[config.mk]
export PLATFORM = sky130hd
export DESIGN_NAME = multicycle_control_fsm
export DESIGN_NICKNAME = d
export VERILOG_FILES = /design/src/rtl/multicycle_control_fsm.sv
export SDC_FILE = /design/constraint.sdc
export NUM_CORES = 1
export LEC_CHECK = 0
export ABC_AREA = 0
export BUFFER_PORTS_ARGS = -buffer_cell sky130_fd_sc_hd__clkbuf_2
export CORE_MARGIN = 2
export CORE_UTILIZATION = 52
export DETAILED_ROUTE_END_ITERATION = 8
export GPL_TIMING_DRIVEN = 0
export PLACE_DENSITY_LB_ADDON = 0.15
export SETUP_SLACK_MARGIN = 0.3
export SLEW_MARGIN = 20
export SYNTH_ARGS = -nofsm -noshare
export SYNTH_HDL_FRONTEND = slang
export SYNTH_SLANG_ARGS = --single-unit
export TNS_END_PERCENT = 20
[constraint.sdc]
create_clock -name clk -period 2.8 [get_ports clk]
set_clock_uncertainty 0.05 [all_clocks]
set_input_delay 0.28 -clock clk [delete_from_list [all_inputs] [get_ports clk]]
set_output_delay 0.28 -clock clk [all_outputs]
set_load 0.01 [all_outputs]
[src/rtl/multicycle_control_fsm.sv]
// multicycle_control_fsm: multicycle RV32I(+M) control unit sequencing fetch/decode/execute/mem/writeback.
// Ports: clk, rst_n (async active-low); instr/icache_ready/dcache_ready/branch_taken in;
// fetch_req, ir_write, pc_write, pc_sel, alu_operation_type, alu_src_imm, dmem_read, dmem_write,
// reg_write, wb_sel, branch_operation_type, panic, state, retired_count out.
module multicycle_control_fsm #(
  parameter int ALU_OP_W    = 4,
  parameter bit MUL_ENABLE  = 1,
  parameter int MUL_LATENCY = 4,
  parameter int CNT_W       = 32
) (
  input  logic                clk,
  input  logic                rst_n,
  input  logic [31:0]         instr,
  input  logic                icache_ready,
  input  logic                dcache_ready,
  input  logic                branch_taken,
  output logic                fetch_req,
  output logic                ir_write,
  output logic                pc_write,
  output logic [1:0]          pc_sel,
  output logic [ALU_OP_W-1:0] alu_operation_type,
  output logic                alu_src_imm,
  output logic                dmem_read,
  output logic                dmem_write,
  output logic                reg_write,
  output logic [1:0]          wb_sel,
  output logic [3:0]          branch_operation_type,
  output logic                panic,
  output logic [2:0]          state,
  output logic [CNT_W-1:0]    retired_count
);
  typedef enum logic [2:0] {FETCH, DECODE, EXECUTE, MEM, WRITEBACK, HALT} state_t;
  state_t cur, nxt;
  logic [31:0] ir;
  logic [3:0] mul_cnt;
  logic [6:0] op, f7;
  logic [2:0] f3;
  logic is_r, r_add, r_sub, r_and, r_or, is_mul, is_i, i_add, i_and, i_or;
  logic is_lw, is_sw, is_br, is_jal, is_jalr, is_lui, is_auipc, legal, imm_op, retire;
  logic [ALU_OP_W-1:0] alu_code;
  logic [3:0] bop;
  logic [1:0] wb_code;
  logic unused_fields;
  assign op = ir[6:0];
  assign f3 = ir[14:12];
  assign f7 = ir[31:25];
  assign unused_fields = ^{ir[24:15], ir[11:7]};
  assign is_r = op == 7'h33;
  assign r_add = is_r && f7 == 7'h00 && f3 == 3'd0;
  assign r_sub = is_r && f7 == 7'h20 && f3 == 3'd0;
  assign r_and = is_r && f7 == 7'h00 && f3 == 3'd7;
  assign r_or = is_r && f7 == 7'h00 && f3 == 3'd6;
  assign is_mul = MUL_ENABLE && is_r && f7 == 7'h01 && f3 == 3'd0;
  assign is_i = op == 7'h13;
  assign i_add = is_i && f3 == 3'd0;
  assign i_and = is_i && f3 == 3'd7;
  assign i_or = is_i && f3 == 3'd6;
  assign is_lw = op == 7'h03 && f3 == 3'd2;
  assign is_sw = op == 7'h23 && f3 == 3'd2;
  // funct3 0,1,4,5 are BEQ/BNE/BLT/BGE; the unsigned variants are not supported
  assign is_br = op == 7'h63 && !f3[1];
  assign is_jal = op == 7'h6f;
  assign is_jalr = op == 7'h67 && f3 == 3'd0;
  assign is_lui = op == 7'h37;
  assign is_auipc = op == 7'h17;
  assign legal = r_add | r_sub | r_and | r_or | is_mul | i_add | i_and | i_or | is_lw | is_sw |
                 is_br | is_jal | is_jalr | is_lui | is_auipc;
  assign alu_code = ALU_OP_W'(is_mul ? 5 : (r_or | i_or) ? 4 : (r_and | i_and) ? 3 :
                    (r_sub | is_br) ? 2 : (r_add | i_add | is_lw | is_sw | is_auipc) ? 1 : 0);
  assign imm_op = is_i | is_lw | is_sw | is_auipc;
  assign bop = !is_br ? 4'd0 : f3 == 3'd0 ? 4'd1 : f3 == 3'd1 ? 4'd2 : f3 == 3'd4 ? 4'd3 : 4'd4;
  assign wb_code = is_lw ? 2'd1 : (is_jal | is_jalr) ? 2'd2 : is_lui ? 2'd3 : 2'd0;
  assign retire = nxt == FETCH && (cur == EXECUTE || cur == MEM || cur == WRITEBACK);
  assign state = cur;
  always_ff @(posedge clk or negedge rst_n)
    if (!rst_n) begin
      cur <= FETCH;
      ir <= '0;
      panic <= 1'b0;
      mul_cnt <= '0;
      retired_count <= '0;
    end else begin
      cur <= nxt;
      if (cur == FETCH && icache_ready) ir <= instr;
      if (cur == DECODE && !legal) panic <= 1'b1;
      // MUL holds EXECUTE while the counter drains; loaded with latency-1 so the exit cycle counts
      mul_cnt <= (cur == DECODE && is_mul) ? 4'(MUL_LATENCY - 1) :
                 (cur == EXECUTE && mul_cnt != 4'd0) ? mul_cnt - 4'd1 : mul_cnt;
      if (retire) retired_count <= retired_count + 1'b1;
    end
  always_comb begin
    nxt = cur;
    fetch_req = 1'b0;
    ir_write = 1'b0;
    pc_write = 1'b0;
    pc_sel = 2'd0;
    alu_operation_type = '0;
    alu_src_imm = 1'b0;
    dmem_read = 1'b0;
    dmem_write = 1'b0;
    reg_write = 1'b0;
    wb_sel = 2'd0;
    branch_operation_type = 4'd0;
    case (cur)
      FETCH: begin
        // gated by rst_n so every strobe is low while reset is held
        fetch_req = rst_n;
        ir_write = rst_n & icache_ready;
        pc_write = rst_n & icache_ready;
        nxt = icache_ready ? DECODE : FETCH;
      end
      DECODE: nxt = legal ? EXECUTE : HALT;
      EXECUTE: begin
        alu_operation_type = alu_code;
        alu_src_imm = imm_op;
        branch_operation_type = bop;
        if (mul_cnt == 4'd0) begin
          if (is_lw | is_sw) nxt = MEM;
          else if (is_br) begin
            nxt = FETCH;
            pc_write = branch_taken;
            pc_sel = 2'd1;
          end else begin
            nxt = WRITEBACK;
            pc_write = is_jal | is_jalr;
            pc_sel = is_jalr ? 2'd2 : is_jal ? 2'd1 : 2'd0;
          end
        end
      end
      MEM: begin
        dmem_read = is_lw;
        dmem_write = is_sw;
        nxt = !dcache_ready ? MEM : is_lw ? WRITEBACK : FETCH;
      end
      WRITEBACK: begin
        reg_write = 1'b1;
        wb_sel = wb_code;
        nxt = FETCH;
      end
      HALT: nxt = HALT;
      default: nxt = FETCH;
    endcase
  end
endmodule

== Yosys cells after proc, flatten, opt, wreduce, memory -nomap -nowiden ==
Index checks and enable logic that the tools add are counted.
Operators by class
  add/subtract/negate cells: 2
  bitwise logic cells: 27
  equal/unequal tests: 21
  mux-type cells: 41
  reduce and logical (&&, ||, !) cells: 31
Operators with widths (number)
  two-way mux 3 bit: 14
  adder 32 x 1 -> 32 bit, second input constant: 1
  equality test 7 x 6 -> 1 bit, second input constant: 4
  bitwise OR 1 bit: 26
  two-way mux 2 bit: 11
  equality test 7 bit, second input constant: 3
  logical AND 1 bit: 20
  equality test 3 bit, second input constant: 5
  case mux 3 bit (5 select lines): 1
  equality test 7 x 5 -> 1 bit, second input constant: 2
  two-way mux 1 bit: 12
  equality test 3 x 2 -> 1 bit, second input constant: 3
  zero test 3 bit: 3
  two-way mux 4 bit: 2
  equality test 7 x 1 -> 1 bit, second input constant: 1
  equality test 7 x 2 -> 1 bit, second input constant: 1
  zero test 7 bit: 1
  equality test 3 x 1 -> 1 bit, second input constant: 2
  zero test 4 bit: 1
  nonzero test 4 bit: 1
  subtractor 4 x 1 -> 4 bit, second input constant: 1
  zero test 1 bit: 2
  logical OR 1 bit: 2
  case mux 1 bit (2 select lines): 1
  2 further kinds: 2
Word-level totals
  word-level logic and storage cells: 127
  bits of input ports: 37
  register bits: 72
  output and inout bits: 55

== Logic depth before layout (Yosys ltp) ==
  depth after elaboration: 21
  mapped depth: 9
  gate-level depth less buffers: 8

== Least setup slack after synthesis ==
No wires, ideal clock.
  kind: register -> register
  start: register mul_cnt[0]
  end: register retired_count[17]
  arrival: 2.315 ns
  buffers on the path: 0
  cell stages (with the launch flop): 9
  period minus slack after synthesis: 2.492 ns
  setup time: 0.127 ns
  required time: 2.623 ns
  path slack: 0.308 ns
  path through: dfrtp_1 -> inv_1 -> ha_1 -> nor3b_2 -> nor2_1 -> a311o_1 -> or3_4 -> or4_4 -> xnor2_2
Between the ends
  word-level cells in the longest chain between the ends: 5
RTL lines
  from (decl): line 35  | logic [3:0] mul_cnt;
  from (signal assigned): line 87  | mul_cnt <= (cur == DECODE && is_mul) ? 4'(MUL_LATENCY - 1) :
  zero test 4 bit: line 117  | if (mul_cnt == 4'd0) begin
  two-way mux 3 bit: line 117
  case mux 3 bit (5 select lines): line 104  | case (cur)
  zero test 3 bit: line 73  | assign retire = nxt == FETCH && (cur == EXECUTE || cur == MEM || cur == WRITEBACK);
  logical AND 1 bit: line 73
  to (signal assigned): line 89  | if (retire) retired_count <= retired_count + 1'b1;
  to (decl): line 30  | output logic [CNT_W-1:0] retired_count
No other way between the ends.
A chain may end at the register's enable or synchronous reset.

== Worst setup path in the final report ==
Same ends and word-level chain as after synthesis.

==> results.env <==
POST_ROUTE_CELLS_DRIVE_ABOVE_1_SHARE_PCT=37.8
ANTENNA-DIODE-COUNT=0
COUNT_OF_PLACED_STANDARD_CELLS_INCLUDING_TAPS=466
GRT_START_MAX_NET_PINS=48
NFILLCELLS=452
FINAL_CELL_COUNT_NO_FILL=498
PATH_CELLS='inv_2 -> ha_4 -> nor3b_4 -> nor2_4 -> a311o_1 -> or3_4 -> or4_4 -> xnor2_2'
CLOCK_TRANSITION_AT_THE_REGISTER_CLOCK_PINS_ON_THE_WORST_SETUP_AND_HOLD_PATHS_AFTER_CTS_PS=70
IOPINCOUNT=92
PERIOD_MINUS_SLACK_PS=2540
CLOCK_TREE_FROM_TRITONCTS='built'
GLOBALROUTE.BUSIESTLAYER='met2'
DRTITER0DRC=140
FMAX_MHz=393
CRIT_ARRIVAL_PS=2720
WORST-SLEW-PIN-TRANSITION_PS=556
CTSHTREEMAXLEVEL=3
TIMING_HOLD_VIOLATIONS_FINAL=0
AREA_OF_ALL_PLACED_CELLS_WITHOUT_FILLERS_MM2=0.00414
POST_DRT_WL_PER_CELL_UM=15.9
YOSYS_MOST_USED_DFF='sky130_fd_sc_hd__dfrtp_1'
ROUTE.DETAILED.DRC=0
CRITICAL_PATH_CLASS='reg2reg'
AVGSYNTHCELLAREA_UM2=9.92
SYNTH.TOP_CELLS.BY_AREA='sky130_fd_sc_hd__dfrtp_1 (46%), sky130_fd_sc_hd__mux2_2 (5.8%), sky130_fd_sc_hd__xnor2_1 (4.8%), sky130_fd_sc_hd__xor2_1 (4.8%), sky130_fd_sc_hd__nand2_1 (3.7%)'
STATUS='completed'
POWER.LEAKAGE_nW=1.86
CLOCKROOTBUFFER='sky130_fd_sc_hd__clkbuf_8'
FINAL_CORE_UTIL_PCT=70.7
YOSYSUNIQUECELLTYPES=50
WORST-ENDPOINT-REQUIRED_PS=2980
LAUNCHING_ELEMENT_TYPE_OF_THE_CRITICAL_PATH='register'
WORST_PATH_DOMINANT_CELL_FAMILY='simple AND/OR/NAND/NOR gates'
SYN_TO_FINAL_GROWTH_PCT=32.4
POST_SYNTH_MOST_FREQUENT_CELLS='sky130_fd_sc_hd__dfrtp_1 (57), sky130_fd_sc_hd__nand2_1 (31), sky130_fd_sc_hd__nor2_1 (18), sky130_fd_sc_hd__nor3_1 (18)'
WHS_PS=101
WORSTHOLDPATHTYPE='in2reg'
FLOORPLAN.CORE_AREA_MM2=0.00585
INITIAL_CORE_UTIL_PCT=53.4
PWR_CELL_AREA_mW_PER_MM2=820
POSTSYNTH.ASYNCRESETSHARE_PCT=100
FIRST_PASS_ITERS=4
GRT_FIRST_PASS_WIRELENGTH_UM=12300
YS_WARN_COUNT=0
POST-PLACE-WS_PS=-30.9
ROW_COUNT=28
PLACED_CELL_AREA_MM2=0.00362
SYNTH_SEQ_AREA_SHARE_PCT=45.7
GR-USAGE-MET1_PCT=31.4
SETUP_VIOL=0
GRT_OVERFLOW=0
WORST-PATH-MAX-FANOUT=4
SYNTH_ENABLE_FLOP_CELLS=0
CHIPWIDTH_UM=81.5
FIN_TOTAL_PWR_mW=3.39
SYNTH.FF_LATCH_COUNT=57
TIMING.CRITICAL_PATH.SLOWEST_STAGE_CELL='sky130_fd_sc_hd__or4_4'
SYNTHMOSTINSTANTIATEDCELL='sky130_fd_sc_hd__dfrtp_1'
SLEW-LIMIT-HEADROOM_PCT=62.4
GRT_SETUP_UNREPAIRED='yes'
SYNTHDOMINANTAREACELLTYPE='sky130_fd_sc_hd__dfrtp_1'
NETLIST_AREA_MM2=0.00312
DIEAREA_MM2=0.00664
TIMING.FINAL.WS_SETUP_PS=255
SYNTH_TOP_CELL_AREA_SHARE_PCT=45.7
POSTROUTEANTENNANETS=0
HPWLAFTERDP_UM=5470
PERIOD_SHARE_PCT=90.9
SLEW_VIOLATIONS=0
CRIT_PATH_BUF_INV_COUNT=1
MET3_USAGE_PCT=5.82
GLOBALROUTEMET2UTIL_PCT=40.1
DRT-VIAS-PER-INSTANCE=5.58
CTS_BUFFER_DEPTH=2
DIE_Y_UM=81.5
TRITONCTS.NUM_BUFFERS=9
TOTALNEGATIVESETUPSLACK_PS=0
CLK_LATENCY_PS=340
GRT_PASS1_VIAS=2613
DRV.MAX_CAP_VIOLATION_COUNT=0
GLOBAL_ROUTE.USAGE.TOTAL_PCT=24.3
CRIT_PATH_MAX_INCR_DELAY_PS=550
PEAKVDDDROP_mV=0.660
ROUTABILITYCONGESTION=0.912
END_KIND='register'
IO_BUFFERS=74
ANTENNA_FOUND_INITIAL=0
SYNTH_CELLS=315
LAYOUT.NETS=458
ROUTED-VIA-COUNT=2778
CTS_NUM_SINKS=57
FINALWIRELENGTH_UM=7900
## kinds of logic after synthesis
group	after synthesis	synth area share, %
simple gates	151	27.7
flops	57	45.7
xor+xnor	35	10.1
compound gates	27	5.65
buf+inv	25	3.84
mux	16	5.77
fa+ha+maj	3	1.20
other cells	1	0.120
## layout make-up
type	instances	area [µm²]	share of cell area (%)
multi-input combinational	234	1740	42.1
buffer	12	75.1	1.81
tap	75	93.8	2.27
inverter	13	48.8	1.18
clock inverter	4	75.1	1.81
clock buffer	12	155	3.75
timing repair buffer	91	523	12.6
sequential	57	1430	34.5
## sequential cells by signal, indices dropped and copies added (netlist names)
register,cells
mul_cnt,4
state,3
ir,17
panic,1
retired_count,32
## routing by layer
layer | part of all wire, % | up-vias
li1 | - | 1315
met1 | 42 | 1351
met2 | 50 | 102
met3 | 6.8 | 10
met4 | 1.4 | 0
met5 | 0 | -
## timing repair
| action | in CTS | in global routing |
|---|---|---|
| hold endpoints to repair | 11 | 0 |
| gates cloned | 0 | 0 |
| hold buffers | 1 | 0 |
| pin swaps | 4 | 9 |
| setup buffers | 6 | 9 |
| gates resized for setup | 11 | 25 |
| endpoints found under the setup margin | 34 | 38 |
## report_power, final
part | switching [mW] | internal [mW] | leakage [nW] | total [mW]
Clock | 0.351 | 0.550 | 0.109 | 0.901
Combinational | 0.658 | 0.535 | 1.05 | 1.19
Sequential | 0.263 | 1.03 | 0.698 | 1.30
Total | 1.27 | 2.12 | 1.86 | 3.39
## layout by cell type (no fill, tap or decap), types with 14 or more instances in the layout
| cell type | Yosys | final |
|---|---|---|
| sky130_fd_sc_hd__clkbuf_2 | 0 | 75 |
| sky130_fd_sc_hd__nand3_1 | 14 | 14 |
| sky130_fd_sc_hd__nor3_1 | 18 | 17 |
| sky130_fd_sc_hd__nor2_1 | 18 | 17 |
| sky130_fd_sc_hd__dfrtp_1 | 57 | 57 |
| sky130_fd_sc_hd__mux2_2 | 16 | 16 |
| sky130_fd_sc_hd__xnor2_1 | 17 | 17 |
| sky130_fd_sc_hd__buf_4 | 2 | 17 |
| sky130_fd_sc_hd__nand2_1 | 31 | 31 |
| sky130_fd_sc_hd__xor2_1 | 17 | 17 |
## worst register-to-register path: cells and delay by family, from the launching register on
family	cells	cell delay, ps
flops	1	390
compound gates	1	330
buf+inv	1	90
simple gates	4	1310
fa+ha+maj	1	120
xor+xnor	1	140
## final timing paths
check	from	to	slack, ps	cells past startpoint
hold reg to reg	panic	panic	430	1
setup / recovery	mul_cnt[0]	retired_count[17]	260	8
setup reg to reg	mul_cnt[0]	retired_count[17]	260	8
max in group asynchronous	rst_n	retired_count[1]	1900	3
hold / removal	instr[5]	ir[5]	100	3
min in group asynchronous	rst_n	ir[30]	310	2
No activity file was read; power rests on OpenSTA's default activity.
